### src/rtl/btb_pkg.sv
// ---------------------------------------------------------------------------
// btb_pkg
// Shared types for the branch target buffer: the 2-bit direction counter
// encoding and the layout of one table entry.
// ---------------------------------------------------------------------------
package btb_pkg;

  // Width of the PC the buffer works on.
  localparam int PC_W = 16;

  // The entry tag field is sized for the widest possible tag so the struct
  // does not depend on the index width of a particular instance. Tags are
  // stored zero-extended (pc >> IDX_W), so unused upper bits stay 0.
  localparam int TAG_FIELD_W = PC_W;

  // 2-bit saturating direction counter; bit 1 set means "predict taken".
  typedef enum logic [1:0] {
    CTR_SNT = 2'b00,
    CTR_WNT = 2'b01,
    CTR_WT  = 2'b10,
    CTR_ST  = 2'b11
  } ctr_t;

  // A freshly allocated entry starts weakly taken.
  localparam ctr_t CTR_ALLOC = CTR_WT;

  typedef struct packed {
    logic                   valid;
    logic [TAG_FIELD_W-1:0] tag;
    logic [PC_W-1:0]        target;
    ctr_t                   ctr;
  } btb_entry_t;

endpackage

### src/rtl/sat_ctr2.sv
// ---------------------------------------------------------------------------
// sat_ctr2
// Combinational next-state of a 2-bit saturating direction counter.
// Ports:
//   ctr      - current counter value
//   taken    - resolved branch direction
//   ctr_nxt  - counter after training (saturates at CTR_SNT / CTR_ST)
// ---------------------------------------------------------------------------
module sat_ctr2
  import btb_pkg::*;
(
  input  ctr_t ctr,
  input  logic taken,
  output ctr_t ctr_nxt
);

  // Step one state toward the resolved direction, holding at either end.
  always_comb begin
    ctr_nxt = ctr;
    case (ctr)
      CTR_SNT: ctr_nxt = taken ? CTR_WNT : CTR_SNT;
      CTR_WNT: ctr_nxt = taken ? CTR_WT  : CTR_SNT;
      CTR_WT:  ctr_nxt = taken ? CTR_ST  : CTR_WNT;
      CTR_ST:  ctr_nxt = taken ? CTR_ST  : CTR_WT;
      default: ctr_nxt = ctr;
    endcase
  end

endmodule

### src/rtl/branch_target_buffer.sv
// ---------------------------------------------------------------------------
// branch_target_buffer
// Direct-mapped BTB with 2-bit saturating direction counters. Fetch looks up
// combinationally; EX trains it once per resolved branch/jump.
// Ports:
//   clk, rst_n   - clock, asynchronous active-low reset
//   lookup_pc    - fetch PC (pre movc mux)
//   btb_hit      - valid entry, tag match and counter predicts taken
//   btb_nxt_pc   - predicted target, 0 when btb_hit is low
//   upd_valid    - a branch/jump resolved this cycle
//   upd_pc       - address of the resolved instruction
//   upd_taken    - resolved direction
//   upd_target   - resolved target (used when taken)
//   flush_all    - invalidate all entries on the next edge (beats an update)
// ---------------------------------------------------------------------------
module branch_target_buffer
  import btb_pkg::*;
#(
  parameter int IDX_W = 4,
  parameter int TAG_W = 12
) (
  input  logic            clk,
  input  logic            rst_n,
  input  logic [15:0]     lookup_pc,
  output logic            btb_hit,
  output logic [15:0]     btb_nxt_pc,
  input  logic            upd_valid,
  input  logic [15:0]     upd_pc,
  input  logic            upd_taken,
  input  logic [15:0]     upd_target,
  input  logic            flush_all
);

  localparam int NUM_ENTRIES = 1 << IDX_W;
  localparam int TAG_PAD     = TAG_FIELD_W - TAG_W;

  btb_entry_t table_q [NUM_ENTRIES];

  logic [IDX_W-1:0]       lkp_idx;
  logic [TAG_W-1:0]       lkp_tag;
  logic [TAG_FIELD_W-1:0] lkp_tag_ext;
  btb_entry_t             lkp_entry;

  logic [IDX_W-1:0]       upd_idx;
  logic [TAG_W-1:0]       upd_tag;
  logic [TAG_FIELD_W-1:0] upd_tag_ext;
  btb_entry_t             upd_entry;
  logic                   upd_tag_hit;
  ctr_t                   upd_ctr_nxt;

  assign lkp_idx     = lookup_pc[IDX_W-1:0];
  assign lkp_tag     = lookup_pc[15:IDX_W];
  assign lkp_tag_ext = {{TAG_PAD{1'b0}}, lkp_tag};
  assign lkp_entry   = table_q[lkp_idx];

  assign upd_idx     = upd_pc[IDX_W-1:0];
  assign upd_tag     = upd_pc[15:IDX_W];
  assign upd_tag_ext = {{TAG_PAD{1'b0}}, upd_tag};
  assign upd_entry   = table_q[upd_idx];
  assign upd_tag_hit = upd_entry.valid && (upd_entry.tag == upd_tag_ext);

  // Lookup reads only registered state, so an update in the same cycle is
  // invisible until after the edge (no write-through bypass).
  always_comb begin
    btb_hit    = lkp_entry.valid && (lkp_entry.tag == lkp_tag_ext) && lkp_entry.ctr[1];
    btb_nxt_pc = btb_hit ? lkp_entry.target : 16'h0000;
  end

  sat_ctr2 u_sat_ctr2 (
    .ctr     (upd_entry.ctr),
    .taken   (upd_taken),
    .ctr_nxt (upd_ctr_nxt)
  );

  // Table update: flush wins over training; a not-taken miss leaves the
  // resident entry alone so cold paths never evict a useful prediction.
  always_ff @(posedge clk or negedge rst_n) begin
    if (!rst_n) begin
      for (int i = 0; i < NUM_ENTRIES; i++) begin
        table_q[i] <= '{valid: 1'b0, tag: '0, target: '0, ctr: CTR_WNT};
      end
    end else if (flush_all) begin
      for (int i = 0; i < NUM_ENTRIES; i++) begin
        table_q[i].valid <= 1'b0;
      end
    end else if (upd_valid) begin
      if (upd_tag_hit) begin
        table_q[upd_idx].ctr <= upd_ctr_nxt;
        if (upd_taken) begin
          table_q[upd_idx].target <= upd_target;
        end
      end else if (upd_taken) begin
        table_q[upd_idx] <= '{valid: 1'b1, tag: upd_tag_ext, target: upd_target, ctr: CTR_ALLOC};
      end
    end
  end

endmodule

### config.mk
export PLATFORM = sky130hd
export DESIGN_NAME = branch_target_buffer
export DESIGN_NICKNAME = d
export VERILOG_FILES = /design/src/rtl/btb_pkg.sv /design/src/rtl/sat_ctr2.sv /design/src/rtl/branch_target_buffer.sv
export SDC_FILE = /design/constraint.sdc
export NUM_CORES = 1
export LEC_CHECK = 0
export CAP_MARGIN = 25
export CORE_MARGIN = 2
export CORE_UTILIZATION = 60
export DETAILED_ROUTE_END_ITERATION = 8
export GPL_TIMING_DRIVEN = 0
export PLACE_DENSITY = 0.88
export SLEW_MARGIN = 10
export SYNTH_ARGS = -nofsm -noshare
export SYNTH_HDL_FRONTEND = slang
export SYNTH_SLANG_ARGS = --single-unit
### constraint.sdc
create_clock -name clk -period 5.2 [get_ports clk]
set_input_delay 1.04 -clock clk [delete_from_list [all_inputs] [get_ports clk]]
set_output_delay 1.04 -clock clk [all_outputs]
set_load 0.02 [all_outputs]
* After elaboration in Yosys (flattened, before gate mapping) *
Index checks and enable logic that the tools add are counted.
W data, S select, Z words.

word-level totals
  bits in registers = 560
  latch bits = 0
  memory bits (writable) = 0
  memory bits (read-only) = 0
  bits of input ports = 53
  output and inout port bits = 17
  word-level logic and storage cells = 126
  memories = 0

cells by class
  add/subtract/negate cells = 0
  multiply operators = 0
  divide/modulo/power cells = 0
  $lt $le $gt $ge = 3
  equality and inequality tests = 5
  shift-type cells = 0
  multiplexer cells = 41
  bitwise gates (word level) = 3
  reductions and logical operators = 10

operators by type and width
  operator              number
  $mux W560             4
  $bwmux W560           3
  $demux W35 S4         3
  $bmux W35 S4          2
  $mux W35              5
  $eq A16 B12 Y1        2
  $mux W1               18
  $mux W18              1
  $mux W16              1
  $ge A5 B5 Y1 const B  2
  $not A4 Y5            2
  $pmux W2 S4           1
  $mux W2               3
  $lt A5 B1 Y1 const B  1
  $eq A2 B2 Y1 const B  2
  $logic_and A1 B1 Y1   4
  $reduce_bool A2 Y1    2
  $reduce_and A3 Y1     1
  $reduce_bool A3 Y1    1
  $eq A2 B1 Y1 const B  1
  $logic_not A2 Y1      1
  $reduce_and A2 Y1     1
  $not A1 Y1            1

* Logic depth before layout (Yosys ltp) *
  depth after elaboration = 12
  mapped depth = 14
  gate-level depth less buffers = 8

* Modules after synthesis *
Synthesis repeated with hierarchy kept, for this count alone.

second synthesis, totals
  cells, all modules = 1607
  area, all modules = 24755.0 um2

modules (own cells, without submodules)
  module                times used  cells each  area an instance (um2)  sequential area each (um2)
  branch_target_buffer  1           1604        24728.7                 12431.9
  sat_ctr2              1           3           26.3                    0.0

* Worst setup path after synthesis *
No wires, ideal clock.

  path kind = input-to-output
  from = input port lookup_pc[0]
  to = output port btb_nxt_pc[10]
  arrival = 3.831 ns
  required time = 4.160 ns
  path slack = 0.329 ns
  cell stages on the path = 9
  path buffers = 4
  cells stage by stage = buf_4 -> buf_2 -> mux4_2 -> mux4_2 -> xor2_1 -> or4_1 -> clkbuf_1 -> buf_2 -> nor2b_1

between the ends
  longest elaborated chain between the ends = 8

RTL lines
  what                                           line                        text
  from (decl)                                    branch_target_buffer.sv:24  input logic [15:0] lookup_pc,
  $not A4 Y5 (implied by the code) *             branch_target_buffer.sv:54  assign lkp_entry = table_q[lkp_idx];
  $bmux W35 S4 *                                 branch_target_buffer.sv:54
  $mux W35 (implied by the code) * (2 in a row)  branch_target_buffer.sv:54
  $eq A16 B12 Y1                                 branch_target_buffer.sv:65  btb_hit = lkp_entry.valid && (lkp_entry.tag == lkp_tag_ext) && lkp_entry.ctr[1];
  $logic_and A1 B1 Y1 (2 in a row)               branch_target_buffer.sv:65
  $mux W16 *                                     branch_target_buffer.sv:66  btb_nxt_pc = btb_hit ? lkp_entry.target : 16'h0000;
  to (decl)                                      branch_target_buffer.sv:26  output logic [15:0] btb_nxt_pc,

Every way passes the cells marked *; elsewhere a longest branch is shown, timed or not. The select of a mux whose other input is x is not followed.

* Worst setup path in the final report *
Ends and elaborated chain as after synthesis.

==> flow_summary.ini <==
[sta]
rsz0062_at_grt = false
hold_ws_ns = 0.290
max_freq_mhz = 194
fin_setup_tns_ns = 0
setup_viol = 0
fin_crit_ns = 5.16
worstMarginPinSlew_ns = 1.11
finalCritPeriodShare_pct = 99.2
slew_violations = 0
relSlewSlack_pct = 25.9
hold_viol = 0
fin_skew_ns = 0.0674

[worst_setup_path]
startpoint_type = input port
crit_type = in -> out
rr_startpoint = table_q[96]
cp_top_family = multiplexers
slowest_delay_ns = 0.65
critPathMostFrequentCell = mux4_2
critPathArrivalTime_ns = 4.12
critical_path.slowest_cell = or4_4
cp_cell_sequence = buf_8, buf_12, mux4_2, mux4_2, xnor2_2, nand4_1, or4_4, buf_6, nor2b_2, clkdlybuf4s15_2
end_kind = output port
crit_buf_inv = 4
critPathLaunch = lookup_pc[0]
required_ns = 4.16
cp_max_fo = 10

[finish]
nets = 1885
nFillCells = 2565
largest_register = table_q
largest_reg_flops = 496
final_common_cell = dfrtp_1
mostFrequentLayoutCells = dfrtp_1 (480), mux2_2 (357), mux4_2 (172)
largestRegisters = table_q x496
area_growth_pct = 13.4
drive_above_1_share_pct = 42.9

[pwr]
leakagePower_nw = 13.1
power_density_mw_per_mm2 = 347
total_power_mw = 10.0
max-vdd-ir-drop_uv = 246

[routing]
antenna_left = 0
drt_iter0_markers = 2059
wl_per_cell_um = 29.6
dr.pass1.iters = 8
drc = 0
drt-total-wl_um = 71400
viasPerCell = 7.02
vias = 16900

[place]
place_hpwl_um = 47400
io_buffer_count = 54
place.gp.congestion = 0.955

[logic_synthesis]
synthArstFlopShare_pct = 100
synth.area.top_cells = dfrtp_1 (47%), mux2_2 (16%), mux4_2 (15%)
ys_ff_latch = 496
syn_area_per_cell_um2 = 14.9
synth_top_area_share_pct = 47.1
yosysSeqAreaShare_pct = 48.8
synth_edf_count = 0
synth_top_area_cell = dfrtp_1
yosysWarnings = 0
synth_top_flop_cell = dfrtp_1
syn_area_mm2 = 0.0255
synthCells = 1708
synth_nets = 1761
ys_types = 62

[status]
status = finished clean

[floorplan]
rows = 75
dieArea_mm2 = 0.0441
core-area_mm2 = 0.0419
die_w_um = 210
start_util_pct = 60.8
ios = 70
die_h_um = 210

[clock_tree]
tritoncts = yes
cts_buffers = 52
clk_pin_slew_ns = 0.06
insertion_delay_ns = 0.65
cts.sink_count = 496
cts_buffer_depth = 3
cts-root-buf = clkbuf_16
htreeDepth = 2

[min_path]
hp-class = in -> async

[job]
max_cap_viol_count = 0

[grt]
grt_pass1_vias = 18000
grt.total_usage_pct = 33.3
grt_overflow = 0
grt_max_degree = 112
grt_pass1_wl_um = 109000
antenna_found_initial = 0
[layout make-up]
| cell class | instances | area (µm²) | area share [%] |
|---|---|---|---|
| buffer | 144 | 926 | 3.20 |
| antenna | 1 | 2.50 | 0.00866 |
| inverter | 25 | 93.8 | 0.325 |
| clock inverter | 23 | 315 | 1.09 |
| timing repair buffer | 71 | 746 | 2.58 |
| clock buffer | 72 | 1450 | 5.01 |
| tap | 539 | 674 | 2.33 |
| sequential | 496 | 12400 | 43.0 |
| multi-input combinational | 1042 | 12300 | 42.4 |
[per-layer routing]
layer | routed length [µm] | up-vias | global-route usage, %
li1 | - | 6713 | -
met1 | 26800 | 8859 | 43.6
met2 | 33000 | 1070 | 50.6
met3 | 7460 | 295 | 9.31
met4 | 4060 | 0 | 18.7
met5 | 0 | - | 0
[power breakdown]
group / total [mW] / switching, mW / internal (mW)
Combinational: 1.54 / 0.679 / 0.857
Sequential: 4.65 / 0.315 / 4.33
Clock: 3.85 / 1.64 / 2.21
Total: 10.0 / 2.63 / 7.40
[worst reg2reg max path, cell delays in order, from the launching register on]
cell and delay [ns]:
dfrtp_1 0.40, mux4_1 0.49, mux4_2 0.49, xnor2_1 0.39
o2111a_2 0.42, nand2_4 0.13, o21ai_2 0.39, buf_2 0.51
mux2_2 0.41
[final timing paths]
check	end	cells after the start	slack [ns]
min in group clk	table_q[11]	1	0.50
min reg2reg	table_q[11]	1	0.50
max	btb_nxt_pc[10]	10	0.04
max in group asynchronous	table_q[536]	5	2.85
min	table_q[237]	1	0.29
max reg2reg	table_q[443]	8	1.45
[cell usage after synthesis, drive strengths merged (8+ instances only)]
| cell type | count |
|---|---|
| o21ba | 16 |
| o211ai | 35 |
| xnor2 | 20 |
| o21ai | 36 |
| dfstp | 16 |
| clkbuf | 71 |
| mux2 | 458 |
| mux2i | 48 |
| buf | 74 |
| nand2 | 60 |
| a22oi | 14 |
| nand3 | 15 |
| mux4 | 176 |
| nor3 | 8 |
| dfrtp | 480 |
| nor2 | 24 |
| inv | 23 |
| nor2b | 22 |
| o31ai | 20 |
| nand2b | 20 |
[stage by stage]
stage / instances / cell area, µm² / setup slack (ns) / util (%)
floorplan: 1708 / 25500 / 0.329 / -
global placement: 2301 / 26700 / -17.54 / 63.6
detailed placement: 2314 / 26900 / -1.93 / 64.2
CTS: 2409 / 28900 / 0.000770 / 68.8
global route: 2412 / 28900 / 0.000552 / 68.9
finish: 2413 / 28900 / 0.0435 / 68.9
[logic make-up (layout without fill, tap and decap cells)]
family / after synthesis / count (layout) / share of synthesized area [%]
flip-flops: 496 / 496 / 48.8
multiplexers: 682 / 682 / 38.0
AO/OA/AOI/OAI: 166 / 166 / 5.47
other: 0 / 1 / 0
buffers and inverters: 170 / 335 / 3.48
AND/OR/NAND/NOR: 166 / 166 / 3.32
XOR/XNOR: 26 / 26 / 0.894
adder cells (fa/ha/maj): 2 / 2 / 0.0786
[timing repair]
action | 4_1_cts | 5_1_grt
pin swaps | 2 | 1
setup endpoints to repair | 17 | 17
setup buffers | 1 | 0
resized for setup | 108 | 27
hold buffers | 0 | 0
(Power assumes the default switching activity.)
